$ cat config.mk
export PLATFORM = sky130hd
export DESIGN_NAME = cmp_sweeper
export DESIGN_NICKNAME = d
export VERILOG_FILES = /design/src/rtl/cmp_sweeper.sv
export SDC_FILE = /design/constraint.sdc
export NUM_CORES = 1
export LEC_CHECK = 0
export CORE_MARGIN = 8
export CORE_UTILIZATION = 50
export DETAILED_ROUTE_END_ITERATION = 6
export PLACE_DENSITY = 0.82
export SLEW_MARGIN = 20
export SYNTH_ARGS = -nofsm -noshare
export SYNTH_HDL_FRONTEND = slang
export SYNTH_SLANG_ARGS = --single-unit
export TNS_END_PERCENT = 50
$ cat constraint.sdc
create_clock -name clk -period 1.95 [get_ports clk]
set_input_delay 0.2925 -clock clk [delete_from_list [all_inputs] [get_ports clk]]
set_output_delay 0.2925 -clock clk [all_outputs]
set_load 0.05 [all_outputs]
$ cat src/rtl/cmp_sweeper.sv
// Drives every {A,B} operand pair into the comparator, counts Out=1 hits and latches the first hit.
// One pair per clock, sweep takes 2^(2W)+1 cycles; no backpressure, start is ignored unless idle.
module cmp_sweeper #(
  parameter int W = 4
) (
  input  logic           clk,
  input  logic           reset,
  input  logic           start,
  output logic [W-1:0]   A,
  output logic [W-1:0]   B,
  input  logic           cmp_out,
  output logic           busy,
  output logic           done,
  output logic [2*W:0]   hit_cnt,
  output logic           hit_valid,
  output logic [2*W-1:0] first_hit
);

  typedef enum logic [1:0] {
    IDLE  = 2'd0,
    SWEEP = 2'd1,
    DONE  = 2'd2
  } state_t;

  state_t state;
  state_t state_nxt;

  logic last_pair;
  assign last_pair = (A == {W{1'b1}}) && (B == {W{1'b1}});

  always_ff @(posedge clk) begin
    if (reset) begin
      state <= IDLE;
    end else begin
      state <= state_nxt;
    end
  end

  always_comb begin
    state_nxt = state;
    case (state)
      IDLE:    if (start) state_nxt = SWEEP;
      SWEEP:   if (last_pair) state_nxt = DONE;
      DONE:    state_nxt = IDLE;
      default: state_nxt = IDLE;
    endcase
  end

  always_comb begin
    busy = 1'b0;
    done = 1'b0;
    case (state)
      SWEEP:   busy = 1'b1;
      DONE:    done = 1'b1;
      default: ;
    endcase
  end

  // {A,B} as one counter gives A-outer/B-inner order and wraps to 0 after the last pair.
  always_ff @(posedge clk) begin
    if (reset) begin
      A         <= '0;
      B         <= '0;
      hit_cnt   <= '0;
      hit_valid <= 1'b0;
      first_hit <= '0;
    end else begin
      case (state)
        IDLE: begin
          A <= '0;
          B <= '0;
          if (start) begin
            hit_cnt   <= '0;
            hit_valid <= 1'b0;
            first_hit <= '0;
          end
        end
        SWEEP: begin
          {A, B} <= {A, B} + (2*W)'(1);
          if (cmp_out) begin
            hit_cnt <= hit_cnt + (2*W+1)'(1);
            if (!hit_valid) begin
              first_hit <= {A, B};
              hit_valid <= 1'b1;
            end
          end
        end
        default: begin
          A <= '0;
          B <= '0;
        end
      endcase
    end
  end

endmodule

==> flow_summary.yaml, run 1 <==
grt:
  grt-ovfl-total: 0
  grt_pass1_wl_um: 5090
  grt_usage: 0.145
  grt_max_degree: 16
  grt_pass1_vias: 1114
  antenna_found_initial: 0
synthesis:
  ys.flop_type: "dfxtp_1"
  syn_nets: 142
  ys_async_sr_fraction: 0
  synth_cell_type_count: 37
  yosys_register_bits: 28
  syn-cell-area_um2: 1240
  synth_edf_count: 0
  synthCells: 136
  ys_seq_area_frac: 0.451
  synth_warnings: 0
  avgSynthCellArea_um2: 9.14
critical_path:
  cp_cell_sequence: "clkdlybuf4s50_1"
  critPathMaxFanout: 5
  cpLargestDelayFamily: "buffers and inverters"
  crit_buf_inv: 1
  ff2ff_setup_slack_ns: 0.39
  worstSetupEndpointType: "primary output"
  worstSetupPathType: "flip-flop to primary output"
  start_kind: "flip-flop"
  arrival_ns: 1.60
  r2r_start: "state[0]"
  max_stage_delay_ns: 0.84
  timing.rr.end: "hit_cnt[7]"
  crit_path_top_delay_cell: "clkdlybuf4s50_1"
  reg2reg_depth: 3
  required_ns: 1.66
worst_hold_path:
  min_to: "first_hit[5]"
  hold_path_class: "flip-flop to flip-flop"
  hold_depth: 2
  hp-start: "first_hit[5]"
final_layout:
  antenna_cells: 0
  fill_cells: 196
  area_delta_synth_final_pct: 31.7
  drive_gt1_frac: 0.0888
  design_area_um2: 1640
  seq_area_um2: 561
  multi_input_area_um2: 648
  final_nets: 176
clock_tree:
  clk-insertion-delay-late_ns: 0.32
  root_buffer: "clkbuf_4"
  clockBufferDepth: 2
  cts_buffers: 3
  cts_tree: "yes"
  numClockSinks: 28
  postCtsSetupBuffers: 0
  path_clk_slew_ns: 0.15
  htreeDepth: 1
place:
  pre_cts_ws_ns: 0.0849
  portBuffers: 31
  gp_congestion: 0.789
  dp_hpwl_um: 2350
  placed_area_um2: 1590
timing:
  fin_skew_ns: 0.00722
  hold_violations: 0
  drv_slew: 0
  maxSlewHeadroom: 0.637
  max_clock_freq_ghz: 0.529
  finalSetupViolCount: 0
  finalCritPeriodShare: 0.970
  tightest_slew_ns: 0.544
  fin_ws_ns: 0.0580
  layout_min_cycle_time_ns: 1.89
floorplanning:
  die_y_um: 65.9
  io-pin-count: 32
  die_w_um: 65.9
  die_area_um2: 4340
  fp-row-count: 18
  core_area_um2: 2410
  start_util: 0.516
routing:
  drt-initial-drc-count: 81
  drtAntennaViolNets: 0
  wl_um: 3150
  drc: 0
  first_pass_iters: 4
  vias: 1164
  wire_per_inst_um: 15.8
  viasPerCell: 5.85
power:
  peakVddDrop_mv: 0.663
  powerDensity_nw_per_um2: 615
  p_leak_nw: 0.630
run_status:
  outcome: "finished, final reports clean"
run:
  cap_violations: 0
## layout make-up
type / count / area share
flip-flops and latches: 28 / 0.342
multi-input cells: 101 / 0.396
repair buffers: 35 / 0.215
well taps: 30 / 0.0229
clock buffers: 4 / 0.0222
inverters: 1 / 0.00229
## flip-flops by register name, summed over array words and instances, names as in the netlist
| register | count |
|---|---|
| hit_cnt | 9 |
| first_hit | 8 |
| hit_valid | 1 |
| A | 4 |
| state | 2 |
| B | 4 |
## layer usage
layer	vias to the layer above	GRT usage	wire, µm
li1	577	-	-
met1	533	0.188	1440
met2	50	0.231	1440
met3	4	0.0373	258
met4	0	0.0354	14
met5	-	0	0
## placed cells by master, fill, tap and decap left out, drive strengths merged, types with 3 or more instances in the layout
cell,netlist,layout
a21oi,9,9
dfxtp,28,28
o21ai,8,8
or3,3,3
a311oi,3,3
nand3b,3,3
buf,2,9
nor2,9,9
o2bb2ai,5,5
clkbuf,4,4
or4,4,4
clkdlybuf4s50,0,20
nand4,3,3
nand3,9,9
nand2b,9,9
dlymetal6s2s,0,5
nand2,9,9
## synthesized netlist by cell type, types with 3 or more instances
cell type / instances / share of area
or3_1: 3 / 0.015
a311oi_1: 3 / 0.021
nand2b_1: 9 / 0.045
nand4_1: 3 / 0.015
o2bb2ai_1: 5 / 0.035
nand2_1: 9 / 0.027
o21ai_0: 8 / 0.032
clkbuf_1: 4 / 0.012
nor2_1: 9 / 0.027
or4_1: 4 / 0.024
nand3_1: 9 / 0.036
dfxtp_1: 28 / 0.45
a21oi_1: 9 / 0.036
## worst max-delay path by stage
stage	slack, ns	startpoint	cells after the start	to
global route	-0.0008	A[3]	1	A[3]
finish	0.06	A[3]	1	A[3]
global placement	0.12	cmp_out	4	hit_cnt[7]
floorplan	0.21	hit_cnt[0]	4	hit_cnt[6]
detailed placement	0.08	cmp_out	4	hit_cnt[7]
CTS	0.03	B[1]	1	B[1]
## through the flow
stage,total power [mW],util,hold WS [ns],TNS [ns],cells
finish,1.01,0.680,0.489,0,199
global route,1.05,0.680,0.514,-0.000764,199
CTS,1.01,0.674,0.488,0,199
detailed placement,0.741,0.660,0.466,0,195
global placement,0.738,0.660,0.458,0,195
floorplan,0.694,-,0.480,0,136
## what timing repair did
action / in CTS / in global routing
hold buffers: 0 / 0
resized for setup: 1 / 5
gates cloned: 0 / 0
endpoints found under the setup margin: 1 / 5
## cell families (layout without fill, tap and decap cells)
group	after synthesis	count (layout)	share of synthesized area
fa+ha+maj	2	2	0.0201
buf+inv	7	40	0.0282
compound gates	35	35	0.185
flops	28	28	0.451
simple gates	59	59	0.279
mux	2	2	0.0161
xor+xnor	3	3	0.0211
## report_power, final
group | internal (mW) | switching (mW) | total (mW)
clock network | 0.114 | 0.164 | 0.278
registers | 0.581 | 0.0157 | 0.596
logic | 0.0523 | 0.0804 | 0.133
(Power assumes the default switching activity.)
==> run 2, diff against run 1 <==
Settings changed: CORE_MARGIN 8 to 5, DONT_BUFFER_PORTS set to 1, PLACE_DENSITY 0.82 to unset.
==> run 2 against run 1 <==
Against the previous run:
- sequential share of layout area rose by 4.4 points
- register-to-register slack is essentially flat
- via count down 7.4%
- clock skew is 0.0055 ns lower
- combinational power decreased by 19%
- fmax is 14% higher
- critical path depth rose by 1
- clock power increased by 4%
- flip-flop and latch count stayed put
- largest cell class unchanged
- largest power group unchanged
==> flow_summary.yaml, run 2 (synthesis results as in run 1) <==
clock_tree:
  clk-insertion-delay-late_ns: 0.33
  cts_tree: "yes"
  clockBufferDepth: 2
  path_clk_slew_ns: 0.15
  root_buffer: "clkbuf_4"
  cts_buffers: 3
  numClockSinks: 28
  htreeDepth: 1
  post_cts_resized: 0
floorplanning:
  die_w_um: 59.9
  die_y_um: 59.9
  die_area_um2: 3590
  io-pin-count: 32
  fp-row-count: 18
  start_util: 0.511
  core_area_um2: 2430
timing:
  fin_skew_ns: 0.00172
  drv_slew: 0
  layout_min_cycle_time_ns: 1.66
  maxSlewHeadroom: 0.597
  finalCritPeriodShare: 0.849
  tns_ns: 0
  finalSetupViolCount: 0
  hold_violations: 0
  max_clock_freq_ghz: 0.604
  tightest_slew_ns: 0.604
  rsz0062_at_grt: "no"
grt:
  grt_pass1_wl_um: 4800
  antenna_found_initial: 0
  grt_most_used_layer: "met1"
  grt_max_degree: 18
  grt-ovfl-total: 0
  grt_usage: 0.174
  gr-usage-met3: 0.0540
  gr-usage-met1: 0.253
  grt_pass1_vias: 1023
  grtUsageMet2: 0.248
routing:
  drt-initial-drc-count: 48
  drtAntennaViolNets: 0
  viasPerCell: 5.83
  wire_per_inst_um: 15.5
  first_pass_iters: 4
  wl_um: 2870
  drc: 0
  vias: 1078
critical_path:
  start_kind: "flip-flop"
  worstSetupEndpointType: "primary output"
  worstSetupPathType: "flip-flop to primary output"
  required_ns: 1.66
  arrival_ns: 1.36
  critPathMaxFanout: 12
final_layout:
  drive_gt1_frac: 0.155
  design_area_um2: 1450
  area_delta_synth_final_pct: 16.7
  antenna_cells: 0
  final_cell_mix: "28 x dfxtp_1, 18 x buf_4"
  layout_commonest_cell: "dfxtp_1"
  largest_register_ff_count: 9
  final_nets: 162
  final_core_util: 0.597
  regMostFlops: "hit_cnt"
  reg_top3: "hit_cnt (9), first_hit (8)"
place:
  placed_area_um2: 1390
  portBuffers: 0
  dp_hpwl_um: 2080
  gp_congestion: 0.780
run_status:
  outcome: "finished, final reports clean"
power:
  powerDensity_nw_per_um2: 685
  peakVddDrop_mv: 0.505
  total_power_mw: 0.995
  p_leak_nw: 0.504
run:
  cap_violations: 0
worst_hold_path:
  hold_path_class: "input pin to flip-flop"
-- run 2: changes by cell type in the layout (fill, tap and decap cells not counted) --
cell and change:
dlygate4sd2_1 -1, dlymetal6s2s_1 -5, clkdlybuf4s50_1 -20, dlygate4sd3_1 +3, buf_4 +10, buf_12 -1
-- run 2: final cells by class --
type	count	area [µm²]
sequential	28	561
clock buffer	4	36.3
multi-input combinational	101	648
fill	228	981
timing repair buffer	21	165
tap	30	37.5
inverter	1	3.75
-- run 2: power breakdown --
part           internal, mW  switching, mW  total [mW]  leakage [nW]
registers             0.581         0.0155       0.596         0.226
logic                0.0376         0.0706       0.108         0.257
clock network         0.114          0.176       0.290        0.0210
total                 0.733          0.262       0.995         0.504
-- run 2: worst paths after layout --
path,end,cells past startpoint,slack [ns],startpoint
worst max-delay path,busy,2,0.29,state[0]
worst min-delay path,hit_valid,1,0.02,reset
worst max register to register,hit_cnt[7],3,0.39,state[0]
worst min register to register,hit_cnt[7],2,0.55,hit_cnt[7]
-- run 2: layer usage --
metal	part of all wire	vias to the layer above	wire, µm
li1	-	549	-
met1	0.49	500	1400
met2	0.42	27	1200
met3	0.085	2	244
met4	0.0094	0	27
met5	0	-	0
-- run 2: critical path, stage by stage (launching register included) --
cell	delay, ns
dfxtp_1	0.59
nor2b_1	0.22
buf_4	0.22
-- run 2: what timing repair did --
item,CTS,global route
endpoints found under the hold margin,7,2
hold buffers,2,1
buffers inserted,0,0
-- run 2: metrics by stage --
step	worst slack, ns	hold slack [ns]	std cells
3_5_place_dp	0.432	0.367	178
3_3_place_gp	0.484	0.365	178
5_1_grt	0.167	0.00104	185
2_1_floorplan	0.215	0.480	136
4_1_cts	0.293	0.00540	184
6_report	0.294	0.0169	185
==> run 3, diff against run 2 <==
Settings changed: PLACE_DENSITY set to 0.68.
Clock period 1.95 ns to 1.33 ns, I/O delays scaled along.
==> run 3 against run 2 <==
Against the previous run:
- the run now ends with negative setup slack left
- clock power increased by 22%
- sequential power up 44%
- combinational power up 120%
- largest power group unchanged
==> flow_summary.yaml, run 3 (synthesis results as in run 1) <==
run_status:
  outcome: "complete, but fails checks"
  violations: "negative setup slack"
routing:
  drt-initial-drc-count: 59
  wl_um: 3220
  viasPerCell: 5.85
  drc: 0
  wire_per_inst_um: 15.7
  vias: 1200
  first_pass_iters: 4
  drtAntennaViolNets: 0
final_layout:
  reg_top3: "hit_cnt (9), first_hit (8)"
  layout_commonest_cell: "buf_4"
  final_cells: 205
  final_core_util: 0.722
  final_nets: 182
  area_delta_synth_final_pct: 41.1
  drive_gt1_frac: 0.446
  largest_register_ff_count: 9
  regMostFlops: "hit_cnt"
  final_cell_mix: "35 x buf_4, 11 x dfxtp_1, 9 x nand2_1, 9 x dfxtp_4"
  antenna_cells: 0
timing:
  fin_ws_ns: -0.0443
  hold_violations: 0
  tightest_slew_ns: 0.525
  tns_ns: -0.0947
  finalCritPeriodShare: 1.03
  max_clock_freq_ghz: 0.728
  drv_slew: 0
  fin_skew_ns: 0.00115
  finalSetupViolCount: 3
  rsz0062_at_grt: "yes"
  layout_min_cycle_time_ns: 1.37
  maxSlewHeadroom: 0.649
critical_path:
  startpoint: "state[0]"
  arrival_ns: 1.17
  worstSetupPathType: "flip-flop to primary output"
  r2r_start: "state[1]"
  critPathMaxFanout: 5
  worstSetupEndpointType: "primary output"
  required_ns: 1.13
  start_kind: "flip-flop"
place:
  gp_congestion: 0.869
  place_inst: 196
  dp_hpwl_um: 2260
  portBuffers: 0
  pre_cts_ws_ns: -0.0667
floorplanning:
  core_area_um2: 2430
  die_w_um: 59.9
  start_util: 0.511
  fp-row-count: 18
  die_y_um: 59.9
  die_area_um2: 3590
  io-pin-count: 32
power:
  combPwrFrac: 0.166
  clkPwrFrac: 0.244
  peakVddDrop_mv: 0.678
  pwr-share-seq: 0.590
  power_switching_mw: 0.389
  internal_power_mw: 1.06
  p_leak_nw: 0.633
  total_power_mw: 1.45
  powerDensity_nw_per_um2: 827
  swShare: 0.268
clock_tree:
  path_clk_slew_ns: 0.14
  clockBufferDepth: 2
  root_buffer: "clkbuf_4"
  numClockSinks: 28
  htreeDepth: 1
  clk-insertion-delay-late_ns: 0.32
  cts_buffers: 3
  cts_tree: "yes"
grt:
  grt_max_degree: 16
  grt-ovfl-total: 0
  grt_pass1_vias: 1061
  antenna_found_initial: 0
  grt_pass1_wl_um: 5090
  grt_usage: 0.186
worst_hold_path:
  hp-start: "reset"
  hold_path_class: "input pin to flip-flop"
run:
  cap_violations: 0
[run 3: changes by cell type in the layout (fill, tap and decap cells not counted), moves of 4 or more]
cell,change
buf_6,+4
dfxtp_2,+8
dfxtp_1,-17
buf_4,+17
dfxtp_4,+9
[run 3: layout make-up]
class	count	area [µm²]
multi-input combinational	101	746
fill	188	677
clock buffer	4	26.3
sequential	28	604
inverter	1	3.75
timing repair buffer	41	338
tap	30	37.5
[run 3: critical path: stages, from the launching register on]
cell,delay (ns)
dfxtp_4,0.41
buf_6,0.12
nor2b_4,0.16
buf_6,0.17
[run 3: power by group through the flow]
stage          Combinational (mW)  Sequential (mW)  Clock, mW
2_1_floorplan               0.110            0.900          0
3_3_place_gp                0.176            0.874          0
3_5_place_dp                0.178            0.875          0
4_1_cts                     0.211            0.856      0.372
5_1_grt                     0.255            0.859      0.418
6_report                    0.241            0.856      0.354
[run 3: routing by layer]
metal	GRT usage	routed length [µm]	up-vias
met5	0	0	-
met4	0.0633	50	0
met3	0.0454	227	6
met2	0.281	1510	45
met1	0.257	1440	559
li1	-	-	590
[run 3: worst paths after layout]
path | endpoint | slack, ns | cells after the start
max reg2reg | hit_cnt[7] | -0.03 | 3
max | busy | -0.04 | 3
min reg2reg | first_hit[1] | 0.49 | 2
min | first_hit[5] | 0.04 | 2
[run 3: through the flow]
step                      area (µm²)  hold WS (ns)
after floorplan                 1300         0.387
after CTS                       1690        0.0312
final                           1760        0.0422
after detailed placement        1590         0.264
after global routing            1760        0.0128
after global placement          1590         0.263
[run 3: repair_timing]
item                       CTS  global route
buffers inserted             4             0
hold buffers                 1             0
pin swaps                    1             5
hold endpoints to repair    13             0
setup endpoints to repair   13            19
resized for setup           12            13
==> variant (settings of run 3) <==
Register the inputs `start` and `cmp_out` before use, without a reset. The logic sees them one clock later. Comments in the files are not updated.
--- a/src/rtl/cmp_sweeper.sv
+++ b/src/rtl/cmp_sweeper.sv
@@ -24,2 +24,10 @@
 
+  logic start_q;
+  logic cmp_out_q;
+
+  always_ff @(posedge clk) begin
+    start_q   <= start;
+    cmp_out_q <= cmp_out;
+  end
+
   state_t state;
@@ -41,3 +49,3 @@
     case (state)
-      IDLE:    if (start) state_nxt = SWEEP;
+      IDLE:    if (start_q) state_nxt = SWEEP;
       SWEEP:   if (last_pair) state_nxt = DONE;
@@ -71,3 +79,3 @@
           B <= '0;
-          if (start) begin
+          if (start_q) begin
             hit_cnt   <= '0;
@@ -79,3 +87,3 @@
           {A, B} <= {A, B} + (2*W)'(1);
-          if (cmp_out) begin
+          if (cmp_out_q) begin
             hit_cnt <= hit_cnt + (2*W+1)'(1);
Check against the original RTL: not equivalent (a bounded check fails within 4 cycles, from zero or initial values and one cycle with reset high).
==> variant against run 3 <==
- the run still ends with setup timing left
- cell count shrank 6.3%
- synthesized area decreased by 1.8%
- sequential cell count increased by 2
- count of clock-buffer cells in the layout up 3
- utilization shrank 3.2 points
- hold slack improved by 0.029 ns
- cell area decreased by 5.3%
- routed wire length down 11%
- setup slack better by 0.015 ns
- total power rose by 14%
- sequential power rose by 8.6%
- global-route usage decreased by 1.2 points
- non-clock buffer count fell by 4
==> variant: results (changes against run 3) <==
Synth
  – Syn Area/Cell: 9.93 um^2 (was 9.14 um^2)
  – Largest cells by area after synthesis: dfxtp_1 (49%), a22o_1 (5.0%), nor2_1 (4.9%) (was dfxtp_1 (45%), nand2b_1 (4.5%), a21oi_1 (3.6%))
  – XOR/XNOR share of the synthesized area: 3.59% (was 2.11%)
  – Cell variety after synth: 40 (was 37)
  – Synth Area in Compound Gates: 12.9% (was 18.5%)
  – Post-synthesis sequential area ratio: 49.2% (was 45.1%)
  – Net Count, Synth: 129 (was 142)

Worst setup path
  – RR Startpoint: hit_valid (was state[1])
  – R2R depth: 5 (was 3)
  – R2r setup slk: 0.03 ns (was -0.03 ns)
  – Crit Path Max Fanout: 8 (was 5)
  – Worst R2R End: first_hit[7] (was hit_cnt[7])

Detailed routing
  – Initial DRC count: 20 (was 59)
  – DRT Wirelength: 2850 um (was 3220 um)
  – Via Count: 1,065 (was 1,200)
  – Wire per inst: 14.9 um (was 15.7 um)

Power and ir drop
  – Max IR drop VDD: 878 uV (was 678 uV)
  – Leak pwr: 0.655 nW (was 0.633 nW)

Worst hold path
  – Hold Path Sink: hit_cnt[8] (was first_hit[5])
  – HP Start: reset (unchanged)
  – Worst hold path type: primary input to flop (unchanged)

Final layout
  – Fin nets: 168 (was 182)
  – Fraction of layout cells with a size suffix above 1: 47.5% (was 44.6%)
  – Diode count: 0 (unchanged)
  – Layout fillers: 176 (was 188)

STA
  – PnR worst setup slack: -0.0291 ns (was -0.0443 ns)
  – Max_slew headroom: 66.6% (was 64.9%)
  – Final setup TNS: -0.0291 ns (was -0.0947 ns)
  – Hold WS: 0.0713 ns (was 0.0422 ns)
  – Finish-stage setup viols: 1 (was 3)

Global route
  – M1 GR Usage: 18.4% (was 25.7%)
  – Vias in the first global route: 949 (was 1,061)
  – Met3 GRT Util: 8.06% (was 4.54%)
  – Routing usage on met2: 29.6% (was 28.1%)
  – Tot GR Track Use: 17.4% (was 18.6%)
  – Largest net degree at the start of global routing: 13 (was 16)
  – First-pass GRT wire length: 4440 um (was 5090 um)

Clock network
  – CTS buffer count: 5 (was 3)
  – H-Tree Depth: 2 (was 1)

Placed design
  – GP Congestion: 0.727 (was 0.869)
  – Post-Place Cell Area: 1500 um^2 (was 1590 um^2)

Outcome
  – Failing checks: setup timing (unchanged)
  – Outcome: complete, but fails checks (unchanged)
-- variant: cell count changes after synthesis, sizes merged, moves of 5 or more --
| cell | run 3 | this run |
|---|---|---|
| a22o | 0 | 7 |
| o2bb2ai | 5 | 0 |
| nand2b | 9 | 2 |
| nor2 | 9 | 16 |
| o21ai | 8 | 1 |
| nand3 | 9 | 3 |
-- variant: worst max-delay path by stage --
stage	startpoint	endpoint	cells past startpoint
finish	state[0]	done	2
global route	state[0]	done	2
CTS	state[0]	done	2
detailed placement	state[0]	hit_cnt[7]	4
global placement	state[0]	hit_cnt[6]	3
floorplan	hit_cnt[7]	hit_cnt[8]	4
-- variant: metal layers --
metal  routed length [um]  vias to the layer above
met2                 1500                       39
met1                 1100                      506
met5                    0                        -
met4                   48                        0
li1                     -                      515
met3                  201                        5
-- variant: critical path: stages, from the launching register on --
cell and delay (ns):
dfxtp_4 0.38, buf_6 0.11, and2b_4 0.34
-- variant: layout make-up --
class / count / area, um^2 / area share (%)
Inverter: 2 / 7.51 / 0.452
Timing Repair Buffer: 37 / 293 / 17.6
Sequential cell: 30 / 633 / 38.1
Clock buffer: 7 / 55.1 / 3.31
Multi-Input combinational cell: 86 / 636 / 38.3
Tap cell: 30 / 37.5 / 2.26
-- variant: timing repair --
action,4_1_cts,5_1_grt
hold endpoints to repair,14,0
gates resized for setup,8,8
pin swaps,1,5
buffers inserted,1,2
endpoints found under the setup margin,15,17
hold buffers,3,0
cloned,0,0
-- variant: through the flow --
step | utilization (%) | power, mW
2_1_floorplan | - | 1.07
3_3_place_gp | 62.2 | 1.10
3_5_place_dp | 62.2 | 1.11
4_1_cts | 66.8 | 1.65
5_1_grt | 69.0 | 1.73
6_report | 69.0 | 1.66
-- variant: cell families (layout without fill, tap and decap cells) --
family          Yosys count  count (layout)
simple gates             53              53
flops                    30              30
compound gates           22              22
buf+inv                   7              46
xor+xnor                  5               5
mux                       4               4
fa+ha+maj                 2               2
-- variant: where the power goes --
group | switching (mW) | internal [mW] | total (mW)
Clock | 0.296 | 0.249 | 0.545
Combinational | 0.107 | 0.0733 | 0.181
Sequential | 0.0221 | 0.908 | 0.930
Total | 0.425 | 1.23 | 1.66
